<file path="config.mk">
export PLATFORM = sky130hd
export DESIGN_NAME = acc_drain
export DESIGN_NICKNAME = d
export VERILOG_FILES = /design/src/rtl/acc_drain_pkg.sv /design/src/rtl/acc_drain_bank.sv /design/src/rtl/acc_drain.sv
export SDC_FILE = /design/constraint.sdc
export NUM_CORES = 1
export LEC_CHECK = 0
export ABC_AREA = 0
export BUFFER_PORTS_ARGS = -buffer_cell sky130_fd_sc_hd__buf_2
export CORE_MARGIN = 5
export CORE_UTILIZATION = 56
export CTS_BUF_LIST = sky130_fd_sc_hd__clkbuf_4
export CTS_CLUSTER_SIZE = 20
export DETAILED_ROUTE_END_ITERATION = 8
export PLACE_DENSITY = 0.82
export SKIP_LAST_GASP = 1
export SLEW_MARGIN = 10
export SYNTH_ARGS = -nofsm -noshare
export SYNTH_HDL_FRONTEND = slang
export SYNTH_HIERARCHICAL = 1
export SYNTH_SLANG_ARGS = --single-unit
</file>
<file path="constraint.sdc">
create_clock -name clk_i -period 4.55 [get_ports clk_i]
set_input_delay 0.455 -clock clk_i [delete_from_list [all_inputs] [get_ports clk_i]]
set_output_delay 0.455 -clock clk_i [all_outputs]
set_load 0.05 [all_outputs]
</file>
<file path="src/rtl/acc_drain_pkg.sv">
// Shared systolic-array types and sizing helpers used by the column drain logic.
package acc_drain_pkg;

    // Drain controller state: bank empty or bank holding a result being streamed.
    typedef enum logic {
        IDLE  = 1'b0,
        DRAIN = 1'b1
    } drain_state_e;

    // Row-counter width; at least one bit even for a single-row column.
    function automatic int unsigned cnt_width(input int unsigned rows);
        return (rows < 2) ? 1 : $clog2(rows);
    endfunction

endpackage

</file>
<file path="src/rtl/acc_drain_bank.sv">
// Shadow bank for one column result: parallel load of all rows, indexed read of one row.
module drain_bank
    import acc_drain_pkg::*;
#(
    parameter int unsigned R      = 4,
    parameter int unsigned WidthY = 16,
    parameter int unsigned CntW   = 2
) (
    input  logic                  clk_i,
    input  logic                  rst_ni,
    input  logic                  load_i,
    input  logic [R*WidthY-1:0]   d_i,
    input  logic [CntW-1:0]       idx_i,
    output logic [WidthY-1:0]     q_o
);

    logic [WidthY-1:0] bank_q [R];

    // Capture every row at once on load; cleared by reset.
    always_ff @(posedge clk_i) begin
        if (!rst_ni) begin
            for (int r = 0; r < int'(R); r++) begin
                bank_q[r] <= '0;
            end
        end else if (load_i) begin
            for (int r = 0; r < int'(R); r++) begin
                bank_q[r] <= d_i[r*WidthY +: WidthY];
            end
        end
    end

    // Row select; indices beyond R-1 read as zero so non-power-of-two R stays safe.
    always_comb begin
        q_o = '0;
        for (int r = 0; r < int'(R); r++) begin
            if (idx_i == CntW'(r)) begin
                q_o = bank_q[r];
            end
        end
    end

endmodule

</file>
<file path="src/rtl/acc_drain.sv">
// Column accumulator drain: captures R final sums and streams them out row 0 first,
// holding the column (en_o low) until the captured result can be replaced.
module acc_drain
    import acc_drain_pkg::*;
#(
    parameter int unsigned R      = 4,
    parameter int unsigned WidthY = 16
) (
    input  logic                  clk_i,
    input  logic                  rst_ni,
    output logic                  en_o,
    input  logic                  last_i,
    input  logic [R*WidthY-1:0]   y_i,
    output logic [WidthY-1:0]     m_data_o,
    output logic                  m_valid_o,
    input  logic                  m_ready_i,
    output logic                  m_last_o,
    output logic                  overflow_o
);

    localparam int unsigned     CntW    = cnt_width(R);
    localparam logic [CntW-1:0] LastRow = CntW'(R - 1);
    localparam logic            OneRow  = (R == 1);

    drain_state_e      state_q;
    logic [CntW-1:0]   cnt_q;
    logic              at_last_row;
    logic              capture;
    logic              xfer;
    logic [CntW-1:0]   rd_idx;
    logic [WidthY-1:0] rd_word;

    assign at_last_row = (cnt_q == LastRow);

    // Column may advance when the bank is empty or its last word leaves this cycle;
    // m_ready_i is the only input in this path.
    assign en_o = (state_q == IDLE) | ((state_q == DRAIN) & at_last_row & m_ready_i);

    assign capture = last_i & en_o;
    assign xfer    = m_valid_o & m_ready_i;
    assign rd_idx  = cnt_q + CntW'(1);

    drain_bank #(
        .R      (R),
        .WidthY (WidthY),
        .CntW   (CntW)
    ) u_bank (
        .clk_i  (clk_i),
        .rst_ni (rst_ni),
        .load_i (capture),
        .d_i    (y_i),
        .idx_i  (rd_idx),
        .q_o    (rd_word)
    );

    // Drain FSM with registered stream outputs and sticky overflow flag.
    always_ff @(posedge clk_i) begin
        if (!rst_ni) begin
            state_q    <= IDLE;
            cnt_q      <= '0;
            m_valid_o  <= 1'b0;
            m_last_o   <= 1'b0;
            m_data_o   <= '0;
            overflow_o <= 1'b0;
        end else begin
            if (last_i && !en_o) begin
                overflow_o <= 1'b1;
            end

            case (state_q)
                IDLE: begin
                    if (capture) begin
                        state_q   <= DRAIN;
                        cnt_q     <= '0;
                        m_valid_o <= 1'b1;
                        m_data_o  <= y_i[WidthY-1:0];
                        m_last_o  <= OneRow;
                    end
                end
                DRAIN: begin
                    if (xfer) begin
                        if (at_last_row) begin
                            if (capture) begin
                                // Back-to-back result: restart at row 0 with no bubble.
                                cnt_q     <= '0;
                                m_valid_o <= 1'b1;
                                m_data_o  <= y_i[WidthY-1:0];
                                m_last_o  <= OneRow;
                            end else begin
                                state_q   <= IDLE;
                                cnt_q     <= '0;
                                m_valid_o <= 1'b0;
                                m_last_o  <= 1'b0;
                            end
                        end else begin
                            cnt_q    <= rd_idx;
                            m_data_o <= rd_word;
                            m_last_o <= (rd_idx == LastRow);
                        end
                    end
                end
                default: begin
                    state_q   <= IDLE;
                    cnt_q     <= '0;
                    m_valid_o <= 1'b0;
                    m_last_o  <= 1'b0;
                end
            endcase
        end
    end

endmodule

</file>
==> metrics.md, run 1 <==
| Metric | Value |
|---|---|
| Hold Crit Class | `input port to flop` |
| I/O Pins | `88` |
| Setup bufs post-CTS | `0` |
| Core box area | `7180 um2` |
| Area Overhead vs Synth | `14.7%` |
| Yosys synthesis warning count | `6` |
| CP Data Required Time | `about 4.7 ns` |
| Site Rows | `31` |
| R2R Setup Slk | `1.36 ns` |
| GR Overflow Total | `0` |
| CP max stage delay | `0.87 ns` |
| Hold Crit Start | `y_i[26]` |
| CP Max Fanout | `65` |
| Yosys cell types | `33` |
| Pwr dens | `364 nW/um2` |
| Crit Path Category | `flop to flop` |
| H-tree Lvls | `3` |
| Clock Root Buffer | `clkbuf_4` |
| Gate Count Post-Synth | `around 300` |
| Initial detailed-routing violation count | `246` |
| Largest delay share family, worst path | `simple AND/OR/NAND/NOR gates` |
| Final setup TNS | `0 ns` |
| #FFs+latches synth | `86` |
| Post-CTS Hold Buffers | `0` |
| Final min period | `3.19 ns` |
| CP endpoint kind | `flop` |
| Die Footprint | `9090 um2` |
| Largest net degree at the start of global routing | `89` |
| Final Hold Viols | `0` |
| Post-synthesis sequential area ratio | `0.579` |
| Share of power burned in combinational logic | `0.144` |
| Switching share of power | `0.251` |
| First-pass DRT Iterations | `5` |
| Synthesized area | `4080 um2` |
| Initial Util | `0.569` |
| Syn_nets | `366` |
| CTS tree | `done` |
| Worst Max-Slew Pin Slew | `0.993 ns` |
| Wire per inst | `17.8 um` |
| Final Max Tran Viols | `0` |
| Outcome | `completed` |
| Clock tree buffer depth | `2` |
| Final WL | `8390 um` |
| Critical path startpoint | `cnt_q[0]$_SDFFE_PN0P_` |
| I/O Buffers | `87` |
| Fin nets | `437` |
| Buffers plus inverters on the worst setup path | `2` |
| Gpl congestion | `0.858` |
| P_int | `0.00128 W` |
| Fmax | `0.313 GHz` |
| Switching component of the power | `0.000427 W` |
| Clock share of power | `0.310` |
| Worst vdd ir | `0.204 mV` |
| Static Leak | `2.10 nW` |
| Via density | `5.83` |
| Antenna violations before repair | `0` |
| Clock sinks | `86` |
| Clk_lat worst skew | `0.42 ns` |
| Final Skew | `0.00832 ns` |
| Global-route wire length before repair | `13300 um` |
| Startpoint Class | `flop` |
| DP Area | `around 4500 um2` |
| Number of global-route vias before repair | `2684` |
| RSZ-0062 raised after global routing | `false` |
| Commonest non-fill, non-tap cell in the layout | `buf_2` |
| # DRC | `0` |
| Diode count | `0` |
| Final HPWL from detailed placement | `about 5700 um` |
| Fin area | `roughly 4700 um2` |
| Vias | `2745` |
| Total GRT Usage | `0.196` |
| Critical Path, Cell by Cell | `ha_1 > nand2_1 > a21oi_4 > buf_4 > nand2b_2 > buf_4` |
| R2r startpoint | `cnt_q[0]$_SDFFE_PN0P_` |
| Slew margin rel. | `0.338` |
| Final ANT Viol Nets | `0` |
| Final Cycle Share | `0.702` |
| Final setup fails | `0` |
| CTS resizes | `0` |
| Fraction of layout cells with a size suffix above 1 | `0.336` |
| Max-capacitance violation count | `0` |
| CP dominant cell by count | `buf_4` |
| Most frequent cells in the layout | `buf_2, and3_1, edfxtp_1` |
| Clock slew at reported path FFs | `0.13 ns` |
| Die X | `95.4 um` |
| Die Span Y | `95.4 um` |
| TritonCTS Buffers | `9` |
| Slowest stage cell, crit path | `nand2b_2` |
| Part of the power in registers | `0.545` |
| WP data arrival | `3.32 ns` |
| Syn avg cell area | `13.8 um2` |
worst reg2reg max path: cells and delay by family, from the launching register on:
| kind | cells | cell delay [ns] |
|---|---|---|
| AND/OR/NAND/NOR | 2 | 1.12 |
| buffers and inverters | 2 | 0.77 |
| adder cells (fa/ha/maj) | 1 | 0.44 |
| flip-flops | 1 | 0.38 |
| AO/OA/AOI/OAI | 1 | 0.19 |
final cells by class:
class / count / area, um2
Sequential cell: 86 / 2360
Tap cell: 99 / 124
Multi-Input combinational cell: 174 / 1520
Clock inverter: 7 / 113
Clock buffer: 9 / 67.6
Inverter: 4 / 17.5
Fill cell: 537 / 2490
Timing Repair Buffer: 92 / 473
cell usage after synthesis:
library cell	instances	area share
and3_1	64	0.098
edfxtp_1	64	0.47
dfxtp_1	22	0.11
clkbuf_1	17	0.016
nand2b_1	17	0.026
a31oi_1	16	0.025
o221a_1	15	0.041
o31a_1	15	0.032
mux4_2	10	0.055
buf_2	7	0.0086
mux4_1	6	0.039
buf_6	5	0.014
nand2_1	5	0.0046
a21boi_1	3	0.0055
o21ai_1	3	0.0037
or3_1	3	0.0046
a21o_1	2	0.0037
a21oi_1	2	0.0025
buf_4	2	0.0037
ha_1	2	0.0061
inv_1	2	0.0018
nand3_1	2	0.0025
nor2b_1	2	0.0031
a21boi_4	1	0.0046
a21oi_4	1	0.0040
and2b_4	1	0.0025
buf_12	1	0.0049
inv_2	1	0.00092
inv_4	1	0.0015
nand4_1	1	0.0015
nor2_1	1	0.00092
o211ai_1	1	0.0018
o311a_1	1	0.0025
state kept, by name, indices dropped and copies added, names as in the netlist:
name,flops
u_bank/bank_q,64
m_data_o,16
cnt_q,2
m_last_o,1
m_valid_o,1
overflow_o,1
state_q,1
path summary, 6_finish.rpt:
kind,endpoint,cells after the start
min,u_bank/bank_q[0][26]$_SDFFCE_PN0P_,2
max reg2reg,u_bank/bank_q[0][48]$_SDFFCE_PN0P_,6
max,u_bank/bank_q[0][48]$_SDFFCE_PN0P_,6
min reg2reg,m_last_o$_SDFFE_PN0P_,2
routing by layer:
layer / part of all wire / routed length [um] / global-route usage / vias to the layer above
met5: 0 / 0 / 0 / -
met1: 0.45 / 3790 / 0.278 / 1314
met3: 0.071 / 599 / 0.0363 / 10
li1: - / - / - / 1322
met4: 0.016 / 138 / 0.0829 / 0
met2: 0.46 / 3860 / 0.296 / 99
power by group through the flow:
stage / Combinational, W / Sequential [W] / Clock [W]
after floorplan: 0.000133 / 0.000987 / 0
after global placement: 0.000242 / 0.000943 / 0
after detailed placement: 0.000246 / 0.000946 / 0
after CTS: 0.000246 / 0.000929 / 0.000540
after global routing: 0.000266 / 0.000935 / 0.000580
final: 0.000246 / 0.000928 / 0.000528
stage by stage:
stage | std cells | hold slack, ns | power, W | util | setup WS (ns)
6_report | 471 | 0.340 | 0.00170 | 0.652 | 1.36
5_1_grt | 471 | 0.309 | 0.00178 | 0.652 | 1.06
4_1_cts | 471 | 0.314 | 0.00172 | 0.652 | 1.34
3_5_place_dp | 455 | 0.482 | 0.00119 | 0.627 | 1.34
3_3_place_gp | 455 | 0.467 | 0.00119 | 0.627 | 1.52
2_1_floorplan | 296 | 0.473 | 0.00112 | - | 1.19
cell families (layout without fill, tap and decap cells):
family / after synthesis / count (layout) / synth area share
flops: 86 / 86 / 0.579
buf+inv: 36 / 112 / 0.0509
mux: 16 / 16 / 0.0938
simple gates: 96 / 96 / 0.144
compound gates: 60 / 60 / 0.126
fa+ha+maj: 2 / 2 / 0.00613
(Power assumes the default switching activity.)
==> run 2: changes to the inputs <==
clock period = 3.2 ns   (was 4.55 ns; I/O delays follow)
==> run 2 against run 1 <==
Effect of this change:
- total power rose by 35%
- die area stayed put
- sequential power grew 43%
- combinational power up 43%
==> metrics.md, run 2 (synthesis gave the netlist of run 1 again) <==
| Metric | Value |
|---|---|
| Hold EP | `u_bank/bank_q[0][39]$_SDFFCE_PN0P_` |
| Antenna violations before repair | `0` |
| Slew margin rel. | `0.391` |
| Gpl congestion | `0.808` |
| Top flop regs | `u_bank/bank_q (64), m_data_o (16), cnt_q (2)` |
| Fraction of layout cells with a size suffix above 1 | `0.332` |
| H-tree Lvls | `3` |
| Non-Filler Instances | `470` |
| Core box area | `between 7000 and 8000 um2` |
| Static Leak | `approximately 2.1 nW` |
| Clock Root Buffer | `clkbuf_4` |
| Pwr dens | `496 nW/um2` |
| Fin area | `between 4000 and 5000 um2` |
| DP Area | `4510 um2` |
| First-pass DRT Iterations | `4` |
| Worst Max-Slew Pin Slew | `0.914 ns` |
| Post-CTS Hold Buffers | `0` |
| Fin nets | `~440` |
| Largest reg by FF count | `u_bank/bank_q` |
| GR Overflow Total | `0` |
| Area Overhead vs Synth | `13.9%` |
| Global-route wire length before repair | `14800 um` |
| Initial Util | `0.569` |
| RSZ-0062 raised after global routing | `false` |
| Vias | `around 2900` |
| Clock slew at reported path FFs | `around 0.15 ns` |
| Die Footprint | `roughly 9100 um2` |
| Initial detailed-routing violation count | `approximately 230` |
| Hold Crit Start | `y_i[39]` |
| I/O Buffers | `87` |
| Worst vdd ir | `0.351 mV` |
| R2R Setup Slk | `0.92 ns` |
| R2r startpoint | `cnt_q[0]$_SDFFE_PN0P_` |
| Hold Crit Class | `input port to flop` |
| Final WL | `9200 um` |
| CTS tree | `done` |
| Clk_lat worst skew | `0.41 ns` |
| Final HPWL from detailed placement | `6230 um` |
| CP Max Fanout | `18` |
| Setup bufs post-CTS | `0` |
| R2R Path End | `m_data_o[1]$_SDFFE_PN0P_` |
| Cells on Worst Hold Path | `2` |
| Outcome | `completed` |
| Total GRT Usage | `0.215` |
| Max reg flops | `64` |
| Placed Cells | `454` |
| Site Rows | `31` |
| WP data arrival | `1.99 ns` |
| Die Span Y | `95.4 um` |
| Fillers | `514` |
| Largest net degree at the start of global routing | `65` |
| Final Skew | `0.0166 ns` |
| Most frequent cells in the layout | `buf_2, and3_1, edfxtp_1` |
| CP Data Required Time | `2.88 ns` |
| Startpoint Class | `flop` |
| Clock tree buffer depth | `2` |
| Final ANT Viol Nets | `0` |
| Final min period | `2.31 ns` |
| Diode count | `0` |
| Crit Path Category | `flop to output port` |
| TritonCTS Buffers | `9` |
| Final Power | `approximately 0.0023 W` |
| Commonest non-fill, non-tap cell in the layout | `buf_2` |
| Hold Slack | `0.202 ns` |
| CTS resizes | `0` |
| Die X | `95.4 um` |
| I/O Pins | `a little under 90` |
| Final Hold Viols | `0` |
| Clock sinks | `86` |
| Number of global-route vias before repair | `~2800` |
| Final Cycle Share | `0.723` |
| R2R cell count | `4` |
| Final setup TNS | `0 ns` |
| Wire per inst | `between 15 and 20 um` |
| Final setup fails | `0` |
| Final Max Tran Viols | `0` |
| # DRC | `0` |
| CP endpoint kind | `output port` |
| Fmax | `0.432 GHz` |
| Max-capacitance violation count | `0` |
| Via density | `6.11` |
==> run 2: worst max-delay path: stages, from the launching register on <==
cell,delay [ns]
dfxtp_1,0.40
ha_1,0.53
nand2_1,0.26
nand2_1,0.13
buf_2,0.27
==> run 2: report_power, final <==
part / switching [W] / internal (W) / leakage [nW]
Sequential: 0.0000422 / 0.00129 / 0.872
Clock: 0.000384 / 0.000242 / 0.0743
Combinational: 0.000215 / 0.000137 / 1.13
==> run 2: metrics by stage <==
stage               worst slack, ns  utilization
detailed placement            0.979        0.628
CTS                           0.892        0.647
floorplan                     0.571            -
global route                  0.736        0.647
global placement               1.00        0.628
finish                        0.885        0.647
==> run 2: routing by layer <==
layer	vias up	GRT usage	routed length (um)
met5	-	0	0
met4	0	0.0793	175
met3	15	0.0434	770
met2	140	0.304	4120
met1	1397	0.328	4130
li1	1319	-	-
==> run 2: how the worst max path moves through the flow <==
stage / endpoint / from / slack (ns)
after floorplan: u_bank/bank_q[0][0]$_SDFFCE_PN0P_ / cnt_q[0]$_SDFFE_PN0P_ / 0.57
after detailed placement: m_data_o[7]$_SDFFE_PN0P_ / cnt_q[0]$_SDFFE_PN0P_ / 0.98
final: en_o / cnt_q[0]$_SDFFE_PN0P_ / 0.89
after global routing: en_o / cnt_q[0]$_SDFFE_PN0P_ / 0.74
after global placement: m_data_o[15]$_SDFFE_PN0P_ / cnt_q[0]$_SDFFE_PN0P_ / 1.00
after CTS: en_o / cnt_q[0]$_SDFFE_PN0P_ / 0.89
==> run 2: final cells by class <==
class | instances | area, um2 | area share
Clock buffer | 9 | 67.6 | 0.0145
Clock inverter | 7 | 72.6 | 0.0156
Inverter | 4 | 17.5 | 0.00377
Multi-Input combinational cell | 174 | 1520 | 0.328
Sequential cell | 86 | 2360 | 0.508
Tap cell | 99 | 124 | 0.0267
Timing Repair Buffer | 91 | 478 | 0.103
==> run 3: changes to the inputs <==
clock period = 2.3 ns   (was 3.2 ns; I/O delays follow)
==> run 3 against run 2 <==
Effect of this change:
- cell count grew 1.7%
- final area grew 1.5%
- sequential cell count stayed put
- via count decreased by 0.80%
- setup slack got worse by 0.47 ns
- wire length decreased by 1.2%
- register-to-register slack lost 0.50 ns
- clock power increased by 34%
- critical path type is now flop to flop
- largest power group unchanged
==> metrics.md, run 3 (synthesis gave the netlist of run 1 again) <==
| Metric | Value |
|---|---|
| Placed Cells | `462` |
| Clock sinks | `86` |
| Largest net degree at the start of global routing | `65` |
| CP Data Required Time | `2.64 ns` |
| Clock slew at reported path FFs | `0.13 ns` |
| Site Rows | `31` |
| R2r startpoint | `cnt_q[0]$_SDFFE_PN0P_` |
| Die Span Y | `95.4 um` |
| Max-capacitance violation count | `0` |
| I/O Buffers | `between 80 and 90` |
| Most frequent cells in the layout | `buf_2, and3_1, edfxtp_1` |
| Hold Slack | `~0.11 ns` |
| Initial detailed-routing violation count | `~200` |
| Startpoint Class | `flop` |
| Antenna violations before repair | `0` |
| Initial Util | `0.569` |
| Pwr dens | `676 nW/um2` |
| Largest reg by FF count | `u_bank/bank_q` |
| Static Leak | `2.14 nW` |
| # DRC | `0` |
| Outcome | `completed` |
| Final ANT Viol Nets | `0` |
| Post-Place Worst Slack | `about 0.46 ns` |
| Hold Crit Class | `input port to flop` |
| R2R cell count | `8` |
| Final setup fails | `0` |
| Critical path startpoint | `cnt_q[0]$_SDFFE_PN0P_` |
| Final setup TNS | `0 ns` |
| Final HPWL from detailed placement | `6340 um` |
| Total GRT Usage | `0.209` |
| Final Skew | `0.0161 ns` |
| Slew margin rel. | `0.691` |
| Crit Path Category | `flop to flop` |
| Die X | `95.4 um` |
| GR Overflow Total | `0` |
| Clock Root Buffer | `clkbuf_4` |
| Wire per inst | `19.0 um` |
| CP Max Fanout | `7` |
| Non-Filler Instances | `478` |
| Diode count | `0` |
| Fmax | `between 0.5 and 0.6 GHz` |
| Clock tree buffer depth | `2` |
| First-pass DRT Iterations | `5` |
| Via density | `5.96` |
| Vias | `between 2000 and 3000` |
| Worst Max-Slew Pin Slew | `0.462 ns` |
| CP endpoint kind | `flop` |
| Number of global-route vias before repair | `2746` |
| Fillers | `518` |
| Final WL | `between 9000 and 10000 um` |
| Final Cycle Share | `0.818` |
| Die Footprint | `around 9000 um2` |
| WP data arrival | `2.22 ns` |
| Setup crit end | `m_data_o[9]$_SDFFE_PN0P_` |
| Worst vdd ir | `0.391 mV` |
| CTS tree | `done` |
| Clk_lat worst skew | `between 0.4 and 0.5 ns` |
| Setup WS post-layout | `0.418 ns` |
| R2R Path End | `m_data_o[9]$_SDFFE_PN0P_` |
| Top flop regs | `u_bank/bank_q (64), m_data_o (16), cnt_q (2)` |
| Core box area | `7180 um2` |
| Gpl congestion | `0.848` |
| RSZ-0062 raised after global routing | `false` |
| I/O Pins | `between 80 and 90` |
| H-tree Lvls | `3` |
| Global-route wire length before repair | `between 10000 and 15000 um` |
| CTS resizes | `0` |
| Final Max Tran Viols | `0` |
| Fraction of layout cells with a size suffix above 1 | `0.348` |
| Final min period | `1.88 ns` |
| Fin nets | `444` |
| Max reg flops | `64` |
| TritonCTS Buffers | `9` |
| Final Hold Viols | `0` |
| R2R Setup Slk | `about 0.42 ns` |
| Post-CTS Hold Buffers | `0` |
| Area Overhead vs Synth | `15.6%` |
| Setup bufs post-CTS | `0` |
| Commonest non-fill, non-tap cell in the layout | `buf_2` |
==> run 3: through the flow <==
stage	total power [W]	utilization	instance area, um2
global placement	0.00236	0.639	4580
detailed placement	0.00238	0.639	4580
global route	0.00332	0.657	4720
CTS	0.00320	0.657	4720
finish	0.00319	0.657	4720
floorplan	0.00221	-	4090
==> run 3: worst min path at each step <==
stage,from,endpoint,slack (ns),cells past startpoint
6_report,y_i[38],u_bank/bank_q[0][38]$_SDFFCE_PN0P_,0.11,2
5_1_grt,y_i[48],u_bank/bank_q[0][48]$_SDFFCE_PN0P_,0.08,2
4_1_cts,y_i[38],u_bank/bank_q[0][38]$_SDFFCE_PN0P_,0.09,2
3_5_place_dp,overflow_o$_SDFFE_PN0P_,overflow_o$_SDFFE_PN0P_,0.47,2
3_3_place_gp,overflow_o$_SDFFE_PN0P_,overflow_o$_SDFFE_PN0P_,0.46,2
2_1_floorplan,last_i,state_q$_SDFF_PN0_,0.37,2
==> run 3: layer usage <==
layer / GRT usage / up-vias / part of all wire
met4: 0.0733 / 0 / 0.014
li1: - / 1334 / -
met1: 0.308 / 1339 / 0.44
met3: 0.0434 / 14 / 0.080
met2: 0.307 / 161 / 0.47
met5: 0 / - / 0
==> run 3: cell type report <==
cell class	count	area (um2)	area share
Sequential cell	86	2360	0.501
Clock buffer	11	82.6	0.0175
Timing Repair Buffer	99	551	0.117
Clock inverter	5	50.0	0.0106
Tap cell	99	124	0.0263
Multi-Input combinational cell	174	1530	0.324
Inverter	4	17.5	0.00371
==> run 3: worst max-delay path: stages (launching register included) <==
cell and delay, ns:
dfxtp_1 0.40, inv_1 0.08, ha_1 0.31, inv_1 0.08, buf_4 0.17, mux4_2 0.32, nand2b_1 0.10, a31oi_1 0.10
o221a_1 0.23
==> run 3: report_power, final <==
part | internal [W] | switching (W)
sequential | 0.00179 | 0.0000481
combinational | 0.000202 | 0.000311
clock | 0.000352 | 0.000488
